## config.mk

```make
export PLATFORM = sky130hd
export DESIGN_NAME = instr_encoder
export DESIGN_NICKNAME = d
export VERILOG_FILES = /design/src/rtl/instr_encoder.sv
export SDC_FILE = /design/constraint.sdc
export NUM_CORES = 1
export LEC_CHECK = 0
export ABC_CLOCK_PERIOD_IN_PS = 2900
export BUFFER_PORTS_ARGS = -buffer_cell sky130_fd_sc_hd__buf_2
export CAP_MARGIN = 0
export CORE_MARGIN = 5
export CORE_UTILIZATION = 40
export CTS_CLUSTER_DIAMETER = 100
export DETAILED_ROUTE_END_ITERATION = 6
export PLACE_DENSITY = 0.67
export SLEW_MARGIN = 20
export SYNTH_ARGS = -nofsm -noshare
export SYNTH_HDL_FRONTEND = slang
export SYNTH_SLANG_ARGS = --single-unit
```

## constraint.sdc

```tcl
create_clock -name clk -period 2.9 [get_ports clk]
set_input_delay 0.58 -clock clk [delete_from_list [all_inputs] [get_ports clk]]
set_output_delay 0.58 -clock clk [all_outputs]
set_load 0.005 [all_outputs]
```

## src/rtl/instr_encoder.sv

```systemverilog
// instr_encoder: packs RV32I fields into 32-bit words behind a 2-entry FIFO; optional imm range checks via INSTR_ENC_RANGE_CHECK_EN
module instr_encoder #(
  parameter int ADDR_W = 10,
  parameter logic [ADDR_W-1:0] BASE_ADDR = '0
) (
  input  logic              clk,
  input  logic              rst_n,
  input  logic              clear,
  input  logic              in_valid,
  output logic              in_ready,
  input  logic [2:0]        fmt,
  input  logic [6:0]        opcode,
  input  logic [4:0]        rd,
  input  logic [4:0]        rs1,
  input  logic [4:0]        rs2,
  input  logic [2:0]        funct3,
  input  logic [6:0]        funct7,
  input  logic [31:0]       imm,
  output logic              out_valid,
  input  logic              out_ready,
  output logic [31:0]       out_instr,
  output logic [ADDR_W-1:0] out_addr,
  output logic              out_err,
  output logic [7:0]        err_cnt
);
  logic [31:0] enc;
  logic fmt_bad, rng_err, err, push, pop, wr_ptr, rd_ptr;
  logic [1:0] cnt;
  logic [ADDR_W-1:0] addr;
  logic [32:0] mem [2];

  // field packing per instruction format; illegal formats encode as zero
  always_comb begin
    enc = '0;
    case (fmt)
      3'd0: enc = {funct7, rs2, rs1, funct3, rd, opcode};
      3'd1: enc = {imm[11:0], rs1, funct3, rd, opcode};
      3'd2: enc = {imm[11:5], rs2, rs1, funct3, imm[4:0], opcode};
      3'd3: enc = {imm[12], imm[10:5], rs2, rs1, funct3, imm[4:1], imm[11], opcode};
      3'd4: enc = {imm[31:12], rd, opcode};
      3'd5: enc = {imm[20], imm[10:1], imm[11], imm[19:12], rd, opcode};
      default: enc = '0;
    endcase
  end

  assign fmt_bad = fmt > 3'd5;

`ifdef INSTR_ENC_RANGE_CHECK_EN
  logic signed [31:0] simm;
  assign simm = $signed(imm);
  // immediate range and alignment checks; the word is still packed from truncated bits
  always_comb begin
    rng_err = 1'b0;
    case (fmt)
      3'd1, 3'd2: rng_err = simm < -32'sd2048 || simm > 32'sd2047;
      3'd3: rng_err = simm < -32'sd4096 || simm > 32'sd4094 || imm[0];
      3'd4: rng_err = imm[11:0] != 12'd0;
      3'd5: rng_err = simm < -32'sd1048576 || simm > 32'sd1048574 || imm[0];
      default: rng_err = 1'b0;
    endcase
  end
`else
  assign rng_err = 1'b0;
`endif

  assign err = fmt_bad | rng_err;
  assign in_ready = !cnt[1] && !clear;
  assign out_valid = cnt != 2'd0;
  assign push = in_valid && in_ready;
  assign pop = out_valid && out_ready;
  assign {out_err, out_instr} = out_valid ? mem[rd_ptr] : 33'd0;
  assign out_addr = addr;

  // payload storage; reads are masked by out_valid so no reset is needed
  always_ff @(posedge clk)
    if (push) mem[wr_ptr] <= {err, enc};

  // FIFO pointers, occupancy, word address and saturating error count
  always_ff @(posedge clk or negedge rst_n)
    if (!rst_n) begin
      wr_ptr <= 1'b0;
      rd_ptr <= 1'b0;
      cnt <= 2'd0;
      addr <= BASE_ADDR;
      err_cnt <= 8'd0;
    end else if (clear) begin
      wr_ptr <= 1'b0;
      rd_ptr <= 1'b0;
      cnt <= 2'd0;
      addr <= BASE_ADDR;
      err_cnt <= 8'd0;
    end else begin
      if (push) wr_ptr <= !wr_ptr;
      if (pop) begin
        rd_ptr <= !rd_ptr;
        addr <= addr + ADDR_W'(1);
        if (out_err && err_cnt != 8'hff) err_cnt <= err_cnt + 8'd1;
      end
      cnt <= cnt + 2'(push) - 2'(pop);
    end
endmodule

```

# Word-level counts from Yosys, hierarchy flattened

Memory sizes are Yosys's and may differ from the RTL's.
Cells that the tools add are included.

Bits in writable memories: 66
Memories kept: 1
Word-level logic and storage cells: 45
Bits of input ports: 72
Bits in read-only memories: 0
Register bits after elaboration: 22
Latch bits: 0

Order comparisons: 1
Shift operators: 0
Multiplexer cells: 14
Eq/ne operators: 6
Add/subtract/negate cells: 4
$mul: 0
Divide/modulo/power cells: 0
Reductions and logical operators: 14
Bitwise gates (word level): 0

Memory list:

| name | words | bits a word | read ports | clocked after Yosys merged registers in | wr ports | line | text |
|---|---|---|---|---|---|---|---|
| mem  | 2     | 33          | 1          | 0                                       | 1        | 30   | `logic [32:0] mem [2];` |

Operators with widths:

| kind                    | number |
|---|---|
| $pmux W32 S6            | 1 |
| $mux W33                | 1 |
| $mux W8                 | 3 |
| $mux W10                | 2 |
| $add A10 B1 Y10 const B | 1 |
| $add A8 B1 Y8 const B   | 1 |
| $ne A8 B8 Y1 const B    | 1 |
| $reduce_bool A2 Y1      | 4 |
| $eq A3 B2 Y1 const B    | 2 |
| $eq A3 B3 Y1 const B    | 2 |
| $mux W1                 | 6 |
| $logic_and A1 B1 Y1     | 4 |
| $logic_not A1 Y1        | 4 |
| $eq A3 B1 Y1 const B    | 1 |
| $gt A3 B3 Y1 const B    | 1 |
| $logic_not A3 Y1        | 1 |
| $add A2 B1 Y2           | 1 |
| $mux W2                 | 1 |
| $reduce_and A2 Y1       | 1 |
| $sub A2 B1 Y2           | 1 |

# Depth between registers and ports, before layout

Gate-level depths: netlist of the first run.

Depth in word-level cells: 6
Gate-level depth with buffers: 8
Mapped depth without buffers: 7

# Least setup slack after synthesis of the first run

Ideal clock, no wire load.

Kind: input -> register
From: input clear
To: memory mem[0][0], enable pin
Data required time: 2.473 ns
Library setup time: 0.427 ns
Arrival time: 2.560 ns
Buffers on the path: 1
Slack: -0.087 ns
Stages: 4
Cells stage by stage: buf_2 > nor2_1 > and2_1 > nor2b_1

Cells in the longest elaborated chain, start to end: 5

Ends and longest elaborated chain:

| element                       | line | text |
|---|---|---|
| from (decl)                   | 8    | `input logic clear,` |
| $logic_not A1 Y1              | 67   | `assign in_ready = !cnt[1] && !clear;` |
| $logic_and A1 B1 Y1           | 67   |  |
| via in_ready                  | 10   | `output logic in_ready,` |
| $logic_and A1 B1 Y1           | 69   | `assign push = in_valid && in_ready;` |
| $mux W1                       | 76   | `if (push) mem[wr_ptr] <= {err, enc};` |
| $mux W1 (implied by the code) | 76   |  |
| to (decl)                     | 30   |  |

The timed path passes the listed nets, and every way through them passes these cells.

# Worst setup path in the final report of the first run

From: register cnt[1]
To: output out_instr[9]

Cells in the longest elaborated chain, start to end: 2

Ends and longest elaborated chain:

| element                | line | text |
|---|---|---|
| from (decl)            | 28   | `logic [1:0] cnt;` |
| from (signal assigned) | 99   | `cnt <= cnt + 2'(push) - 2'(pop);` |
| $reduce_bool A2 Y1     | 68   | `assign out_valid = cnt != 2'd0;` |
| $mux W33               | 71   | `assign {out_err, out_instr} = out_valid ? mem[rd_ptr] : 33'd0;` |
| to (decl)              | 21   | `output logic [31:0] out_instr,` |

No other way between the ends.

==> out/qor.csv, run 1 <==
stage;metric;value;unit
timing;count of final hold-check violations;0;
timing;RSZ-0062 raised after global routing;no;
power;PD cells;644;mW/mm2
worst_setup_path;crit end category;output pin;
logic_synthesis;syn_nets;439;
logic_synthesis;Yosys top cell by area;edfxtp_1;
logic_synthesis;dominant cells by area after synthesis;edfxtp_1 47%, dfrtp_1 13%, mux2i_1 10%, nor2_1 5.2%, nand2_1 2.7%;
floorplanning;Die ar.;0.0127;mm2
worst_setup_path;Crit. Startpoint;cnt[1]$_DFF_PN0_;
floorplanning;FP Rows;37;
clock_tree;CTS tree;yes;
clock_tree;post-CTS resize count;0;
place;I/O Buffers;124;
floorplanning;die height;113;um
route;DRT iter0 DRCs;113;
timing;post-layout min period;2.37;ns
clock_tree;Clock transition at path regs;0.08;ns
final_layout;Area Growth Syn to Fin;23.0;%
global_route;first-pass GRT wire length;15200;um
final_layout;ratio of cells with drive above 1 in the final layout;0.321;
global_route;initial antenna violation count;0;
worst_setup_path;Setup crit start kind;flip-flop;
clock_tree;clk root buf;clkbuf_8;
logic_synthesis;Mapped Cells;363;
global_route;total grt overflow;0;
timing;measured slew at the worst slew-check pin;0.832;ns
logic_synthesis;post-synth top area share;0.471;
clock_tree;CTS sink count;88;
timing;Slew HR;0.446;
final_layout;n_diodes;0;
timing;Sum Neg Setup Slack;0;ns
clock_tree;htree depth;3;
power;cell leakage power;2.20;nW
logic_synthesis;synthesis-stage register bit count;88;
route;# DRC;0;
floorplanning;IO Pins;125;
global_route;largest net degree at the start of global routing;34;
timing;Tcrit/Tclk final;0.818;
final_layout;cell area after layout;0.00518;mm2
flow_run;Max-cap violations;0;
place;hpwl dp;7010;um
logic_synthesis;synthesized cell area;0.00421;mm2
timing;max-slew violation count;0;
worst_setup_path;worst-path maximum fanout;19;
final_layout;final core occ;0.504;
global_route;via count of the first global-routing pass;3076;
timing;Worst Skew;0.0115;ns
route;vias per cell;4.88;
route;drt first pass iters;4;
floorplanning;initial core utilization;0.409;
worst_setup_path;Setup CP Type;flip-flop to output pin;
final_layout;most frequent cells in the layout;124 x buf_2, 66 x edfxtp_1, 57 x nor2_1, 42 x mux2i_1, 30 x nand2_1;
timing;Final setup violation count;0;
clock_tree;Setup Buffers After CTS;0;
place;placed instance area;0.00499;mm2
route;routed wire length per instance;15.3;um
power;VDD IR max;0.000240;V
global_route;gr usage total;0.150;
worst_setup_path;R2R Path Start;cnt[1]$_DFF_PN0_;
timing;Fmax;422;MHz
clock_tree;worst skew pair latency;0.34;ns
route;post-route ant nets;0;
final_layout;fin nets;560;
floorplanning;Core Area;0.0103;mm2
worst_setup_path;Req. time, crit path;2.32;ns
worst_setup_path;worst path arrival time;1.79;ns
logic_synthesis;synth warn;0;
outcome;status;complete, no violations;
place;gpl congestion;0.785;
logic_synthesis;Yosys cell types;39;
clock_tree;CTS max path bufs;2;
logic_synthesis;syn_area_per_cell;11.6;um2
floorplanning;DIE WIDTH;113;um
clock_tree;CTS buffer count;9;
route;Routed WL;9540;um
worst_hold_path;hold crit path type;input pin to asynchronous set/reset pin;
route;via count;3049;
logic_synthesis;sequential area share after synthesis;0.602;
clock_tree;hold buffers post-CTS;0;
final_layout;commonest non-fill, non-tap cell in the layout;buf_2;
## through the flow
stage / std cells / setup slack [ns] / total power (W) / hold slack (ns)
final: 625 / 0.528 / 0.00334 / 0.200
after global routing: 625 / 0.397 / 0.00354 / 0.217
after CTS: 625 / 0.491 / 0.00339 / 0.187
after detailed placement: 609 / 0.835 / 0.00256 / 0.560
after global placement: 609 / 0.847 / 0.00255 / 0.523
after floorplan: 363 / 0.539 / 0.00215 / 0.284
## report_power, final
group	total, W	leakage (nW)	internal, W	switching (W)
clock	0.000822	0.100	0.000419	0.000403
combinational	0.000947	1.19	0.000421	0.000526
sequential	0.00157	0.915	0.00148	0.0000849
## Yosys cell counts, drive strengths merged
| library cell | n |
|---|---|
| o21ai | 25 |
| a22oi | 5 |
| ha | 4 |
| a21oi | 12 |
| or3 | 2 |
| or4b | 2 |
| nor2 | 58 |
| nor3 | 3 |
| xnor2 | 8 |
| clkbuf | 9 |
| o2111ai | 1 |
| a211oi | 1 |
| xor2 | 5 |
| nand3 | 3 |
| or4 | 1 |
| and3 | 1 |
| nand4 | 5 |
| a22o | 5 |
| o211ai | 2 |
| inv | 15 |
| nand2 | 31 |
| and2 | 8 |
| dfrtp | 22 |
| o31ai | 1 |
| mux2 | 6 |
| mux2i | 42 |
| o41ai | 1 |
| edfxtp | 66 |
| nor4 | 3 |
| nor2b | 7 |
| buf | 9 |
## critical path, stage by stage (launching register included)
cell     delay (ns)
dfrtp_1        0.48
nor2_4         0.37
buf_4          0.34
nor2_1         0.11
buf_2          0.14
## state kept, by name, indices dropped and copies added (netlist names)
register  cells
err_cnt       8
mem          66
cnt           2
wr_ptr        1
out_addr     10
rd_ptr        1
## kinds of logic after synthesis
family / Yosys count / synth area share
mux: 48 / 0.117
compound gates: 53 / 0.0755
fa+ha+maj: 4 / 0.0119
flops: 88 / 0.602
buf+inv: 33 / 0.0333
simple gates: 124 / 0.134
xor+xnor: 13 / 0.0271
## layout make-up
class	count	area, um2
fillers	958	5100
flip-flops and latches	88	2530
multi-input cells	242	1550
repair buffers	128	676
well taps	136	170
clock buffers	12	145
inverters	15	56.3
clock inverters	4	45.0
## final timing paths
check	end	slack, ns	cells after the start
max	out_instr[9]	0.53	4
min	out_addr[9]$_DFFE_PN0P_	0.20	1
max reg2reg	cnt[1]$_DFF_PN0_	1.01	7
min reg2reg	out_addr[9]$_DFFE_PN0P_	0.56	2
max in group asynchronous	rd_ptr$_DFFE_PN0P_	2.32	1
min in group clk	mem[1][1]$_DFFE_PP_	0.54	2
## layer usage
metal	vias up	GRT usage	share of wire
li1	1533	-	-
met1	1420	0.186	0.44
met2	91	0.261	0.49
met3	5	0.0350	0.055
met4	0	0.0409	0.0084
met5	-	0	0
No activity file was read; power rests on OpenSTA's default activity.
==> inputs of run 2 (changes only) <==
--- a/config.mk
+++ b/config.mk
@@ -5,7 +5,8 @@
 export SDC_FILE = /design/constraint.sdc
 export NUM_CORES = 1
 export LEC_CHECK = 0
-export ABC_CLOCK_PERIOD_IN_PS = 2900
+export ABC_AREA = 1
+export ABC_CLOCK_PERIOD_IN_PS = 1900
 export BUFFER_PORTS_ARGS = -buffer_cell sky130_fd_sc_hd__buf_2
 export CAP_MARGIN = 0
 export CORE_MARGIN = 5
==> constraint.sdc (replaced) <==
create_clock -name clk -period 1.9 [get_ports clk]
set_input_delay 0.38 -clock clk [delete_from_list [all_inputs] [get_ports clk]]
set_output_delay 0.38 -clock clk [all_outputs]
set_load 0.005 [all_outputs]
==> run 2 against run 1 <==
Clock skew decreased by 0.0047 ns. Via count grew 20%. Clock-buffer cell count fell by 2. Non-clock buffer count up 7. Power increased by 66%. Synthesized cell count up 32%. Global-route usage rose by 1.7 points. Core utilization is 0.073 points lower. Synthesized area up 2.5%. Critical path type unchanged. Largest power group unchanged.
==> out/qor.csv, run 2 <==
stage;metric;value;unit
final_layout;Largest register FFs;66;
floorplanning;initial core utilization;0.403;
logic_synthesis;dominant cells by area after synthesis;edfxtp_1 46%, nand2_1 14%, dfrtp_1 13%, nand3_1 4.5%, a21oi_1 4.3%;
final_layout;most frequent cells in the layout;166 x nand2_1, 124 x buf_2, 66 x edfxtp_1, 40 x inv_1, 39 x nand3_1;
logic_synthesis;syn_nets;556;
worst_setup_path;Buffers & Inverters on Critical Path;2;
route;post-route ant nets;0;
logic_synthesis;top_reg_cell synth;edfxtp_1;
logic_synthesis;count leader, synth;nand2_1;
clock_tree;CTS max path bufs;2;
timing;Slew HR;0.653;
power;power after layout;0.00555;W
timing;RSZ-0062 raised after global routing;yes;
logic_synthesis;syn_area_per_cell;8.98;um2
logic_synthesis;synth warn;0;
worst_setup_path;worst reg2reg path depth;7;
power;cell leakage power;2.50;nW
timing;Final setup violation count;0;
logic_synthesis;sequential area share after synthesis;0.587;
route;Routed WL;10700;um
logic_synthesis;Yosys cell types;32;
place;pre-CTS worst setup slack;0.246;ns
worst_setup_path;Crit. Startpoint;rd_ptr$_DFFE_PN0P_;
logic_synthesis;Mapped Cells;480;
logic_synthesis;Yosys top cell by area;edfxtp_1;
clock_tree;worst skew pair latency;0.35;ns
worst_setup_path;Worst R2R End;cnt[1]$_DFF_PN0_;
route;vias per cell;4.86;
timing;max-slew violation count;0;
final_layout;cell area after layout;0.00538;mm2
global_route;total grt overflow;0;
outcome;status;complete, no violations;
worst_setup_path;reg-to-reg slack, setup;0.34;ns
worst_setup_path;slowest CP cell;dfrtp_2;
floorplanning;Core Area;0.0107;mm2
final_layout;n_diodes;0;
final_layout;commonest non-fill, non-tap cell in the layout;nand2_1;
global_route;initial antenna violation count;0;
worst_setup_path;WP depth;4;
place;I/O Buffers;124;
power;VDD IR max;0.000542;V
clock_tree;htree depth;3;
timing;measured slew at the worst slew-check pin;0.520;ns
worst_hold_path;hold crit path type;input pin to flip-flop;
clock_tree;CTS buffer count;9;
floorplanning;Die ar.;0.0130;mm2
global_route;largest net degree at the start of global routing;36;
timing;count of final hold-check violations;0;
final_layout;ratio of cells with drive above 1 in the final layout;0.280;
route;via count;3662;
global_route;first-pass GRT wire length;17000;um
worst_setup_path;worst path arrival time;1.47;ns
route;routed wire length per instance;14.2;um
timing;setup slack after layout;0.0549;ns
flow_run;Max-cap violations;0;
worst_setup_path;critical-path cell list;buf_6, nand2_1, a21oi_4, buf_2;
place;placed instance area;0.00514;mm2
final_layout;final core occ;0.503;
worst_setup_path;R2R Path Start;cnt[1]$_DFF_PN0_;
final_layout;fillers;987;
worst_setup_path;Setup crit start kind;flip-flop;
worst_setup_path;worst-path maximum fanout;13;
logic_synthesis;Post-synth EDFFs;66;
floorplanning;die height;114;um
final_layout;final non-filler cell total;754;
timing;Fmax;542;MHz
floorplanning;IO Pins;125;
clock_tree;Setup Buffers After CTS;0;
timing;Worst Skew;0.00680;ns
worst_setup_path;crit end category;output pin;
floorplanning;FP Rows;38;
place;gpl congestion;0.944;
final_layout;Top reg by flops;mem;
clock_tree;clk root buf;clkbuf_8;
worst_setup_path;CP max stage delay;0.47;ns
route;drt first pass iters;5;
place;Inst Count DP;737;
logic_synthesis;synthesized cell area;0.00431;mm2
final_layout;fin nets;685;
logic_synthesis;synthesis-stage register bit count;88;
logic_synthesis;top cells by count, synth;166 x nand2_1, 66 x edfxtp_1, 40 x inv_1, 39 x nand3_1;
worst_setup_path;Setup CP Type;flip-flop to output pin;
global_route;via count of the first global-routing pass;3581;
worst_setup_path;cell family with most CP delay;flip-flops;
clock_tree;CTS tree;yes;
clock_tree;Clock transition at path regs;0.09;ns
global_route;gr usage total;0.167;
route;# DRC;0;
final_layout;Area Growth Syn to Fin;24.8;%
place;hpwl dp;7770;um
worst_setup_path;end of the critical path;out_err;
clock_tree;CTS sink count;88;
logic_synthesis;Synth async-reset ratio;0.250;
route;DRT iter0 DRCs;219;
logic_synthesis;post-synth top area share;0.460;
floorplanning;DIE WIDTH;114;um
timing;post-layout min period;1.85;ns
power;PD cells;1030;mW/mm2
timing;Tcrit/Tclk final;0.971;
worst_setup_path;Req. time, crit path;1.52;ns
-- run 2: timing repair --
action / 4_1_cts / 5_1_grt
hold buffers: 1 / 0
setup endpoints to repair: 21 / 29
gates resized for setup: 6 / 7
endpoints found under the hold margin: 2 / 0
-- run 2: cells by family (layout without fill, tap and decap cells) --
group,count (synthesis),count (layout),synth area share
AOI/OAI and AO/OA,59,59,0.0746
DFF,88,88,0.587
adders and majority gates,4,4,0.0116
and+or+nand+nor,263,263,0.261
xor gates and xnor gates,2,2,0.00406
buffers and inverters,64,198,0.0609
-- run 2: worst min-delay path by stage --
stage,from,end,slack [ns],cells after the start
final,funct3[1],mem[1][13]$_DFFE_PP_,0.33,3
after CTS,rs1[3],mem[1][18]$_DFFE_PP_,0.31,3
after detailed placement,rst_n,err_cnt[5]$_DFFE_PN0P_,0.39,1
after global routing,rs1[3],mem[0][18]$_DFFE_PP_,0.32,3
after global placement,rst_n,err_cnt[5]$_DFFE_PN0P_,0.39,1
after floorplan,rst_n,cnt[0]$_DFF_PN0_,0.08,0
-- run 2: metrics by stage --
stage,hold WS [ns],TNS [ns]
after global placement,0.388,0
after detailed placement,0.394,0
after CTS,0.310,0
after floorplan,0.0844,-7.30
final,0.331,0
after global routing,0.320,-0.108
-- run 2: layer usage --
layer,routed length (um),track usage
met1,4690,0.210
met2,5180,0.283
met3,717,0.0366
met4,135,0.0586
met5,0,0
-- run 2: layout make-up --
| cell class | count | area (um2) | share of cell area |
|---|---|---|---|
| Sequential cell | 88 | 2530 | 0.471 |
| Multi-Input combinational cell | 328 | 1550 | 0.287 |
| Timing Repair Buffer | 135 | 749 | 0.139 |
| Inverter | 47 | 189 | 0.0351 |
| Tap cell | 140 | 175 | 0.0326 |
| Clock buffer | 10 | 128 | 0.0237 |
| Clock inverter | 6 | 60.1 | 0.0112 |
-- run 2: worst register-to-register path, delay by kind of cell (launching register included) --
kind | cells | cell delay, ns
buffers and inverters | 1 | 0.04
adders and majority gates | 2 | 0.46
AOI/OAI and AO/OA | 2 | 0.25
DFF | 1 | 0.45
and+or+nand+nor | 2 | 0.25
-- run 2: where the power goes --
| group | total [W] | switching [W] | leakage [nW] | internal [W] |
|---|---|---|---|---|
| registers | 0.00244 | 0.000130 | 0.913 | 0.00231 |
| logic | 0.00187 | 0.00117 | 1.50 | 0.000701 |
| clock network | 0.00124 | 0.000638 | 0.0937 | 0.000602 |
| total | 0.00555 | 0.00194 | 2.50 | 0.00361 |
